===== src/rtl/borrow_lookahead_subtractor_pipe_pkg.sv =====
// Shared types and the 4-bit borrow-lookahead equations
// used by both stages of the pipelined 8-bit subtractor.
package subtract_pkg;

  localparam int WIDTH  = 8;
  localparam int NIBBLE = 4;

  typedef logic [NIBBLE-1:0] nib_t;

  typedef struct packed {
    nib_t diff_lo;
    logic br4;
    nib_t a_hi;
    nib_t b_hi;
    logic sx;
  } s1_t;

  typedef struct packed {
    logic [WIDTH-1:0] diff;
    logic             bout;
    logic             ovf;
    logic             zero;
  } s2_t;

  // br[3:0] are the borrows into bits 0..3, br[4] is the borrow-out.
  // Every term is flattened so no borrow ripples through a chain.
  function automatic logic [4:0] borrow_la4(
    nib_t p,
    nib_t g,
    logic bin
  );
    logic [4:0] br;
    br[0] = bin;
    br[1] = g[0] | (p[0] & bin);
    br[2] = g[1] | (p[1] & g[0])
          | (p[1] & p[0] & bin);
    br[3] = g[2] | (p[2] & g[1])
          | (p[2] & p[1] & g[0])
          | (p[2] & p[1] & p[0] & bin);
    br[4] = g[3] | (p[3] & g[2])
          | (p[3] & p[2] & g[1])
          | (p[3] & p[2] & p[1] & g[0])
          | (p[3] & p[2] & p[1] & p[0] & bin);
    return br;
  endfunction

endpackage


===== src/rtl/borrow_lookahead_subtractor_pipe_if.sv =====
// Operand/result handshake bundle of the subtractor.
// master drives operands + out_ready; slave is the subtractor.
interface borrow_lookahead_subtractor_pipe_if;
  import subtract_pkg::*;

  logic             in_valid;
  logic             in_ready;
  logic [WIDTH-1:0] a;
  logic [WIDTH-1:0] b;
  logic             bin;
  logic             out_valid;
  logic             out_ready;
  logic [WIDTH-1:0] diff;
  logic             bout;
  logic             ovf;
  logic             zero;

  modport master (
    output in_valid, a, b, bin, out_ready,
    input  in_ready, out_valid, diff,
    input  bout, ovf, zero
  );

  modport slave (
    input  in_valid, a, b, bin, out_ready,
    output in_ready, out_valid, diff,
    output bout, ovf, zero
  );
endinterface


===== src/rtl/borrow_lookahead_subtractor_pipe_nibble.sv =====
// 4-bit combinational borrow-lookahead subtractor slice.
// Ports: a, b, bin in; diff, bout out (diff = a - b - bin).
module nibble_borrow_lookahead
  import subtract_pkg::*;
(
  input  nib_t a,
  input  nib_t b,
  input  logic bin,
  output nib_t diff,
  output logic bout
);

  nib_t       p;
  nib_t       g;
  logic [4:0] br;

  assign p    = ~(a ^ b);
  assign g    = ~a & b;
  assign br   = borrow_la4(p, g, bin);
  assign diff = a ^ b ^ br[3:0];
  assign bout = br[4];

endmodule


===== src/rtl/borrow_lookahead_subtractor_pipe.sv =====
// Two-stage 8-bit a - b - bin: low nibble in stage 1, high in stage 2.
// Ports: clk, rst (async high), io (slave handshake bundle).
module borrow_lookahead_subtractor_pipe
  import subtract_pkg::*;
(
  input  logic                               clk,
  input  logic                               rst,
  borrow_lookahead_subtractor_pipe_if.slave  io
);

  logic s1_valid;
  logic s2_valid;
  s1_t  s1;
  s2_t  s2;

  logic accept;
  logic s2_adv;
  nib_t lo_diff;
  logic lo_bout;
  nib_t hi_diff;
  logic hi_bout;

  assign s2_adv = s1_valid
                & (~s2_valid | io.out_ready);
  assign io.in_ready = ~s1_valid | s2_adv;
  assign accept = io.in_valid & io.in_ready;

  assign io.out_valid = s2_valid;
  assign io.diff      = s2.diff;
  assign io.bout      = s2.bout;
  assign io.ovf       = s2.ovf;
  assign io.zero      = s2.zero;

  nibble_borrow_lookahead u_lo (
    .a    (io.a[3:0]),
    .b    (io.b[3:0]),
    .bin  (io.bin),
    .diff (lo_diff),
    .bout (lo_bout)
  );

  nibble_borrow_lookahead u_hi (
    .a    (s1.a_hi),
    .b    (s1.b_hi),
    .bin  (s1.br4),
    .diff (hi_diff),
    .bout (hi_bout)
  );

  always_ff @(posedge clk or posedge rst) begin
    if (rst) begin
      s1_valid <= 1'b0;
      s1       <= '0;
    end else if (accept) begin
      s1_valid   <= 1'b1;
      s1.diff_lo <= lo_diff;
      s1.br4     <= lo_bout;
      s1.a_hi    <= io.a[7:4];
      s1.b_hi    <= io.b[7:4];
      s1.sx      <= io.a[7] ^ io.b[7];
    end else if (s2_adv) begin
      s1_valid <= 1'b0;
    end
  end

  // Signed overflow only when operand signs differ and the
  // result sign departs from the minuend's sign.
  always_ff @(posedge clk or posedge rst) begin
    if (rst) begin
      s2_valid <= 1'b0;
      s2       <= '0;
    end else if (s2_adv) begin
      s2_valid <= 1'b1;
      s2.diff  <= {hi_diff, s1.diff_lo};
      s2.bout  <= hi_bout;
      s2.ovf   <= s1.sx
                & (s1.a_hi[3] ^ hi_diff[3]);
      s2.zero  <= (hi_diff == '0)
                & (s1.diff_lo == '0);
    end else if (io.out_ready) begin
      s2_valid <= 1'b0;
    end
  end

endmodule


===== src/flat_wrapper.sv =====
// flat-port wrapper written by rule: the top's interface ports become plain ports
module borrow_lookahead_subtractor_pipe_flat import subtract_pkg::*;
  (clk, rst, io_in_valid, io_a, io_b, io_bin, io_out_ready, io_in_ready, io_out_valid, io_diff, io_bout, io_ovf, io_zero);
  borrow_lookahead_subtractor_pipe_if io_i ();
  input  logic clk;
  input  logic rst;
  input wire logic [$bits(io_i.in_valid)-1:0] io_in_valid;
  input wire logic [$bits(io_i.a)-1:0] io_a;
  input wire logic [$bits(io_i.b)-1:0] io_b;
  input wire logic [$bits(io_i.bin)-1:0] io_bin;
  input wire logic [$bits(io_i.out_ready)-1:0] io_out_ready;
  output wire logic [$bits(io_i.in_ready)-1:0] io_in_ready;
  output wire logic [$bits(io_i.out_valid)-1:0] io_out_valid;
  output wire logic [$bits(io_i.diff)-1:0] io_diff;
  output wire logic [$bits(io_i.bout)-1:0] io_bout;
  output wire logic [$bits(io_i.ovf)-1:0] io_ovf;
  output wire logic [$bits(io_i.zero)-1:0] io_zero;
  assign io_i.in_valid = io_in_valid;
  assign io_i.a = io_a;
  assign io_i.b = io_b;
  assign io_i.bin = io_bin;
  assign io_i.out_ready = io_out_ready;
  assign io_in_ready = io_i.in_ready;
  assign io_out_valid = io_i.out_valid;
  assign io_diff = io_i.diff;
  assign io_bout = io_i.bout;
  assign io_ovf = io_i.ovf;
  assign io_zero = io_i.zero;
  borrow_lookahead_subtractor_pipe u_core (.clk(clk), .rst(rst), .io(io_i));
endmodule

===== config.mk =====
export PLATFORM = sky130hd
export DESIGN_NAME = borrow_lookahead_subtractor_pipe_flat
export DESIGN_NICKNAME = d
export VERILOG_FILES = /design/src/rtl/borrow_lookahead_subtractor_pipe_pkg.sv /design/src/rtl/borrow_lookahead_subtractor_pipe_if.sv /design/src/rtl/borrow_lookahead_subtractor_pipe_nibble.sv /design/src/rtl/borrow_lookahead_subtractor_pipe.sv /design/src/flat_wrapper.sv
export SDC_FILE = /design/constraint.sdc
export NUM_CORES = 1
export LEC_CHECK = 0
export ABC_CLOCK_PERIOD_IN_PS = 2320
export CORE_UTILIZATION = 52
export DETAILED_ROUTE_END_ITERATION = 8
export GPL_TIMING_DRIVEN = 0
export HOLD_SLACK_MARGIN = 0.02
export PLACE_DENSITY = 0.93
export SLEW_MARGIN = 20
export SYNTH_ARGS = -nofsm -noshare
export SYNTH_HDL_FRONTEND = slang
export SYNTH_SLANG_ARGS = --single-unit

===== constraint.sdc =====
create_clock -name clk -period 2.32 [get_ports clk]
set_input_delay 0.464 -clock clk [delete_from_list [all_inputs] [get_ports clk]]
set_output_delay 0.464 -clock clk [all_outputs]
set_load 0.01 [all_outputs]

==> results of run 1 <==
[cells in the final DEF, fill, tap and decap left out, types with 2 or more instances in the layout]
cell type	count
clkdlybuf4s50_1	33
dfrtp_1	27
mux2_2	13
o21ai_0	11
nand2_1	10
inv_1	10
ha_1	9
xnor2_1	6
a21oi_1	4
xor2_1	3
clkbuf_4	3
nand2b_1	2
nand2_2	2
a21o_1	2
a211oi_1	2
nor2_1	2
nand3_1	2
fa_1	2
[worst paths after layout]
kind                                               start                            end  slack, ns  depth (start not counted)
max                                         io_out_ready                    io_in_ready       0.21                          3
min                        u_core.io.diff[4]$_DFFE_PP0P_  u_core.io.diff[4]$_DFFE_PP0P_       0.50                          2
max reg2reg                     u_core.s1[1]$_DFFE_PP0P_     u_core.io.zero$_DFFE_PP0P_       0.64                          5
min reg2reg                u_core.io.diff[4]$_DFFE_PP0P_  u_core.io.diff[4]$_DFFE_PP0P_       0.50                          2
max in group asynchronous                            rst       u_core.s1[8]$_DFFE_PP0P_       1.37                          2
min in group asynchronous                            rst     u_core.io.zero$_DFFE_PP0P_       0.53                          2
[power groups by stage]
stage                     clock, mW  sequential, mW  combinational, mW
after global routing          0.228           0.668              0.578
final                         0.202           0.656              0.522
after floorplan                   0           0.683              0.261
after CTS                     0.206           0.658              0.527
after detailed placement          0           0.668              0.525
after global placement            0           0.656              0.501
[sequential cells by signal, summed over array words and instances (netlist names)]
register             count
u_core.io.out_valid      1
u_core.io.zero           1
u_core.s1_valid          1
u_core.io.diff           8
u_core.s1               14
u_core.io.bout           1
u_core.io.ovf            1
[kinds of logic (layout without fill, tap and decap cells)]
logic type,count (synthesis),count (layout),synth area share (%)
compound gates,24,24,11.1
xor+xnor,9,9,5.78
fa+ha+maj,11,11,11.2
buf+inv,13,50,4.22
flops,27,27,49.5
mux,13,13,10.7
simple gates,21,21,7.43
[through the flow]
step                setup slack [ns]  utilization (%)  area (um^2)  std cells  hold slack (ns)
floorplan                      0.742                -         1360        118            0.449
global placement               0.239             69.9         1730        181            0.462
detailed placement             0.193             69.9         1730        181            0.474
CTS                            0.202             71.0         1760        185            0.505
global route                   0.166             71.0         1760        185            0.525
finish                         0.210             71.0         1760        185            0.500
[routing by layer]
layer / global-route usage (%) / wire length, um / up-vias
li1: - / - / 478
met1: 22.3 / 1020 / 478
met2: 38.3 / 1300 / 27
met3: 2.59 / 94 / 5
met4: 7.89 / 48 / 0
met5: 0 / 0 / -
[worst max-delay path, stage by stage]
cell and delay, ns:
clkdlybuf4s50_1 0.47, nand3b_1 0.16, clkdlybuf4s50_1 0.55
[cell type report]
type                       count  area (um^2)  share of cell area (%)
tap                           30         37.5                    2.14
multi-input combinational     78          631                    35.9
sequential                    27          676                    38.4
buffer                         2         16.3                   0.925
timing repair buffer          33          330                    18.8
clock buffer                   4         26.3                    1.49
inverter                      11         41.3                    2.35
==> flow_metrics.env, run 1 <==
export IMPL_cp_start_kind="input port"
export IMPL_p_leak_nw=0.793
export IMPL_fillers=197
export IMPL_synth_edff_count=0
export IMPL_clockBufferDepth=2
export IMPL_dieArea_mm2=0.00283
export IMPL_p_int_mw=0.947
export IMPL_hold_path_class="reg -> reg"
export IMPL_first_pass_iters=4
export IMPL_path_clk_slew_ns=0.14
export IMPL_layout_drive_gt1_share_pct=14.2
export IMPL_netlist_instances=118
export IMPL_coreArea_mm2=0.00248
export IMPL_synth_top_cell_area_share_pct=49.5
export IMPL_tightest_slew_ns=0.937
export IMPL_yosysWarnings=0
export IMPL_p_seq_share_pct=47.5
export IMPL_cts_resized=0
export IMPL_async_flop_share_pct=100
export IMPL_peakVddDrop_mv=0.473
export IMPL_cts_buffers=3
export IMPL_clock_skew_ns=0.00485
export IMPL_initial_core_util_pct=55.1
export IMPL_synth_area_mm2=0.00136
export IMPL_final_nets=188
export IMPL_dr_total_vias=988
export IMPL_yosysSeqAreaShare_pct=49.5
export IMPL_htree_num_levels=1
export IMPL_yosys_area_top_type="dfrtp_1"
export IMPL_slew_headroom_pct=37.2
export IMPL_syn_num_nets=150
export IMPL_grt_pass1_wl_mm=4.07
export IMPL_synth_avg_cell_area_um2=11.6
export IMPL_grt_pass1_vias=1003
export IMPL_grt_overflow=0
export IMPL_status="completed"
export IMPL_syn2layout_area_growth_pct=28.9
export IMPL_grt_usage_pct=20.2
export IMPL_place_gp_congestion=0.798
export IMPL_die_h_um=53.2
export IMPL_synthFlopType="dfrtp_1"
export IMPL_synth_cell_type_count=26
export IMPL_wirelength_mm=2.46
export IMPL_endpoint_kind="output port"
export IMPL_hold_viol=0
export IMPL_worstPathRequired_ns=1.86
export IMPL_setup_tns_ns=0
export IMPL_wl_per_cell_um=13.3
export IMPL_fin_total_pwr_mw=1.38
export IMPL_setup_viol=0
export IMPL_max_freq_mhz=474
export IMPL_worstPathMaxFanout=3
export IMPL_ys_ff_latch=27
export IMPL_p_clk_share_pct=14.7
export IMPL_power_frac_comb_pct=37.8
export IMPL_grt_antenna_before_repair=0
export IMPL_period_minus_slack_ns=2.11
export IMPL_clkLatencyLatePin_ns=0.33
export IMPL_drv_slew=0
export IMPL_rows=18
export IMPL_place_hpwl_mm=1.95
export IMPL_netSwitchingPower_mw=0.434
export IMPL_cts_tree="yes"
export IMPL_io_pins=34
export IMPL_port_buffers=33
export IMPL_fin_crit_sh_pct=90.9
export IMPL_worstPathArrival_ns=1.65
export IMPL_cap_viol_max_count=0
export IMPL_yosysMostFrequentCell="dfrtp_1"
export IMPL_switching_share_pct=31.4
export IMPL_antenna_cells=0
export IMPL_ctsHoldBuffers=0
export IMPL_root_buffer="clkbuf_4"
export IMPL_vias_per_cell=5.34
export IMPL_drc=0
export IMPL_yosys_top_cells_area="dfrtp_1, mux2_2, ha_1, o21ai_0, xnor2_1"
export IMPL_die_w_um=53.2
export IMPL_drt_initial_drc_count=4
export IMPL_post_cts_setup_buffers=0
export IMPL_setup_worst_path_class="in -> out"
export IMPL_rsz0062_at_grt="false"
export IMPL_p_per_area_mw_per_mm2=786
export IMPL_synth_common_cells="dfrtp_1, mux2_2, inv_1, o21ai_0, nand2_1"
export IMPL_ant_nets=0
export IMPL_cts_sinks=27
export IMPL_grt_max_degree=28
Note: power is estimated with default switching activity, not from simulation.
==> run 2, diff against run 1 <==
Settings changed: CORE_UTILIZATION 52 to 30, PLACE_DENSITY 0.93 to 0.62.
==> flow_metrics.env, run 2 (same netlist as run 1, synthesis figures left out) <==
export IMPL_clockBufferDepth=2
export IMPL_htree_num_levels=1
export IMPL_ctsHoldBuffers=0
export IMPL_placed_area_mm2=0.00176
export IMPL_clock_skew_ns=0.00101
export IMPL_grt_overflow=0
export IMPL_startpoint="io_out_ready"
export IMPL_place_gp_congestion=0.707
export IMPL_max_freq_mhz=472
export IMPL_p_leak_nw=0.803
export IMPL_period_minus_slack_ns=2.12
export IMPL_p_int_mw=1.00
export IMPL_drt_initial_drc_count=14
export IMPL_setup_worst_path_class="in -> out"
export IMPL_endpoint_kind="output port"
export IMPL_power_frac_comb_pct=35.9
export IMPL_max_flop_register="u_core.s1"
export IMPL_cts_sinks=27
export IMPL_final_area_mm2=0.00181
export IMPL_final_nets=188
export IMPL_wl_per_cell_um=12.3
export IMPL_switching_share_pct=30.4
export IMPL_cts_resized=0
export IMPL_critPathMostFrequentCell="clkdlybuf4s50_1"
export IMPL_io_pins=34
export IMPL_hold_ws_ns=0.487
export IMPL_cp_start_kind="input port"
export IMPL_hold_path_class="reg -> reg"
export IMPL_final_common_cell="clkdlybuf4s50_1"
export IMPL_layout_setup_ws_ns=0.204
export IMPL_clkLatencyLatePin_ns=0.27
export IMPL_cp_slowest_cell="clkdlybuf4s50_1"
export IMPL_place_hpwl_mm=1.98
export IMPL_cts_buffers=3
export IMPL_slowest_delay_ns=0.56
export IMPL_dp_cells=203
export IMPL_worstPathRequired_ns=1.86
export IMPL_dpl_worst_slack_ns=0.197
export IMPL_tightest_slew_ns=0.932
export IMPL_path_clk_slew_ns=0.09
export IMPL_path_delay_family="buffers and inverters"
export IMPL_peakVddDrop_mv=0.285
export IMPL_reg_largest_list="u_core.s1: 14 flops, u_core.io.diff: 8 flops"
export IMPL_p_per_area_mw_per_mm2=796
export IMPL_hold_viol=0
export IMPL_layout_common_cells="clkdlybuf4s50_1, dfrtp_1, mux2_2, o21ai_0"
export IMPL_dieArea_mm2=0.00482
export IMPL_first_pass_iters=3
export IMPL_grt_usage_pct=11.4
export IMPL_die_h_um=69.4
export IMPL_netSwitchingPower_mw=0.437
export IMPL_fin_crit_sh_pct=91.2
export IMPL_die_w_um=69.4
export IMPL_p_clk_share_pct=18.5
export IMPL_root_buffer="clkbuf_8"
export IMPL_port_buffers=33
export IMPL_worstPathMaxFanout=3
export IMPL_r2r_start="u_core.s1[1]$_DFFE_PP0P_"
export IMPL_rows=24
export IMPL_fin_cells=207
export IMPL_setup_tns_ns=0
export IMPL_vias_per_cell=4.68
export IMPL_path_cells="clkdlybuf4s50_1, nand3b_1, clkdlybuf4s50_1"
export IMPL_p_seq_share_pct=45.6
export IMPL_grt_pass1_vias=1015
export IMPL_wirelength_mm=2.55
export IMPL_antenna_cells=0
export IMPL_min_delay_start="u_core.io.diff[5]$_DFFE_PP0P_"
export IMPL_cp_num_buf_inv=2
export IMPL_post_cts_setup_buffers=0
export IMPL_grt_antenna_before_repair=0
export IMPL_setup_viol=0
export IMPL_drv_slew=0
export IMPL_largest_reg_flops=14
export IMPL_grt_max_degree=28
export IMPL_syn2layout_area_growth_pct=32.4
export IMPL_drc=0
export IMPL_initial_core_util_pct=31.3
export IMPL_slew_headroom_pct=37.5
export IMPL_grt_pass1_wl_mm=4.44
export IMPL_ant_nets=0
export IMPL_worstPathArrival_ns=1.65
export IMPL_status="completed"
export IMPL_fin_total_pwr_mw=1.44
export IMPL_rsz0062_at_grt="false"
export IMPL_fillers=423
export IMPL_coreArea_mm2=0.00435
export IMPL_dr_total_vias=968
export IMPL_cts_tree="yes"
export IMPL_cap_viol_max_count=0
export IMPL_layout_drive_gt1_share_pct=14.8
export IMPL_final_core_util_pct=41.5
run 2: cell types whose count changed in the layout (fill, tap and decap cells not counted):
cell / change
clkbuf_1: -1
clkinv_2: +1
clkbuf_8: +3
clkbuf_4: -3
run 2: worst paths after layout:
kind	end	slack [ns]	depth (start not counted)
hold / removal	u_core.io.diff[5]$_DFFE_PP0P_	0.49	2
setup reg to reg	u_core.io.zero$_DFFE_PP0P_	0.60	5
hold reg to reg	u_core.io.diff[5]$_DFFE_PP0P_	0.49	2
setup / recovery	io_in_ready	0.20	3
min in group asynchronous	u_core.io.diff[5]$_DFFE_PP0P_	0.59	2
max in group asynchronous	u_core.s1[6]$_DFFE_PP0P_	1.30	2
run 2: layer usage:
metal	routed length, um	share of wire [%]	vias up	track usage, %
li1	-	-	474	-
met1	1050	41	462	13.3
met2	1350	53	27	20.7
met3	90	3.5	5	0.727
met4	59	2.3	0	6.12
met5	0	0	-	0
run 2: power groups by stage:
stage,logic (mW),registers (mW),clock network (mW)
2_1_floorplan,0.261,0.683,0
3_3_place_gp,0.511,0.659,0
3_5_place_dp,0.522,0.667,0
4_1_cts,0.526,0.658,0.278
5_1_grt,0.569,0.672,0.294
6_report,0.516,0.655,0.267
run 2: final cells by class:
class / count / area (um^2) / share of cell area [%]
flip-flops and latches: 27 / 676 / 37.4
multi-input cells: 78 / 631 / 34.9
repair buffers: 33 / 330 / 18.3
well taps: 52 / 65.1 / 3.60
clock buffers: 3 / 41.3 / 2.29
inverters: 11 / 41.3 / 2.29
plain buffers: 2 / 16.3 / 0.901
clock inverters: 1 / 5.00 / 0.277
run 2: worst min-delay path, stage by stage (launching register included):
cell and delay [ns]:
dfrtp_1 0.35, nand2_1 0.05, o21ai_0 0.06
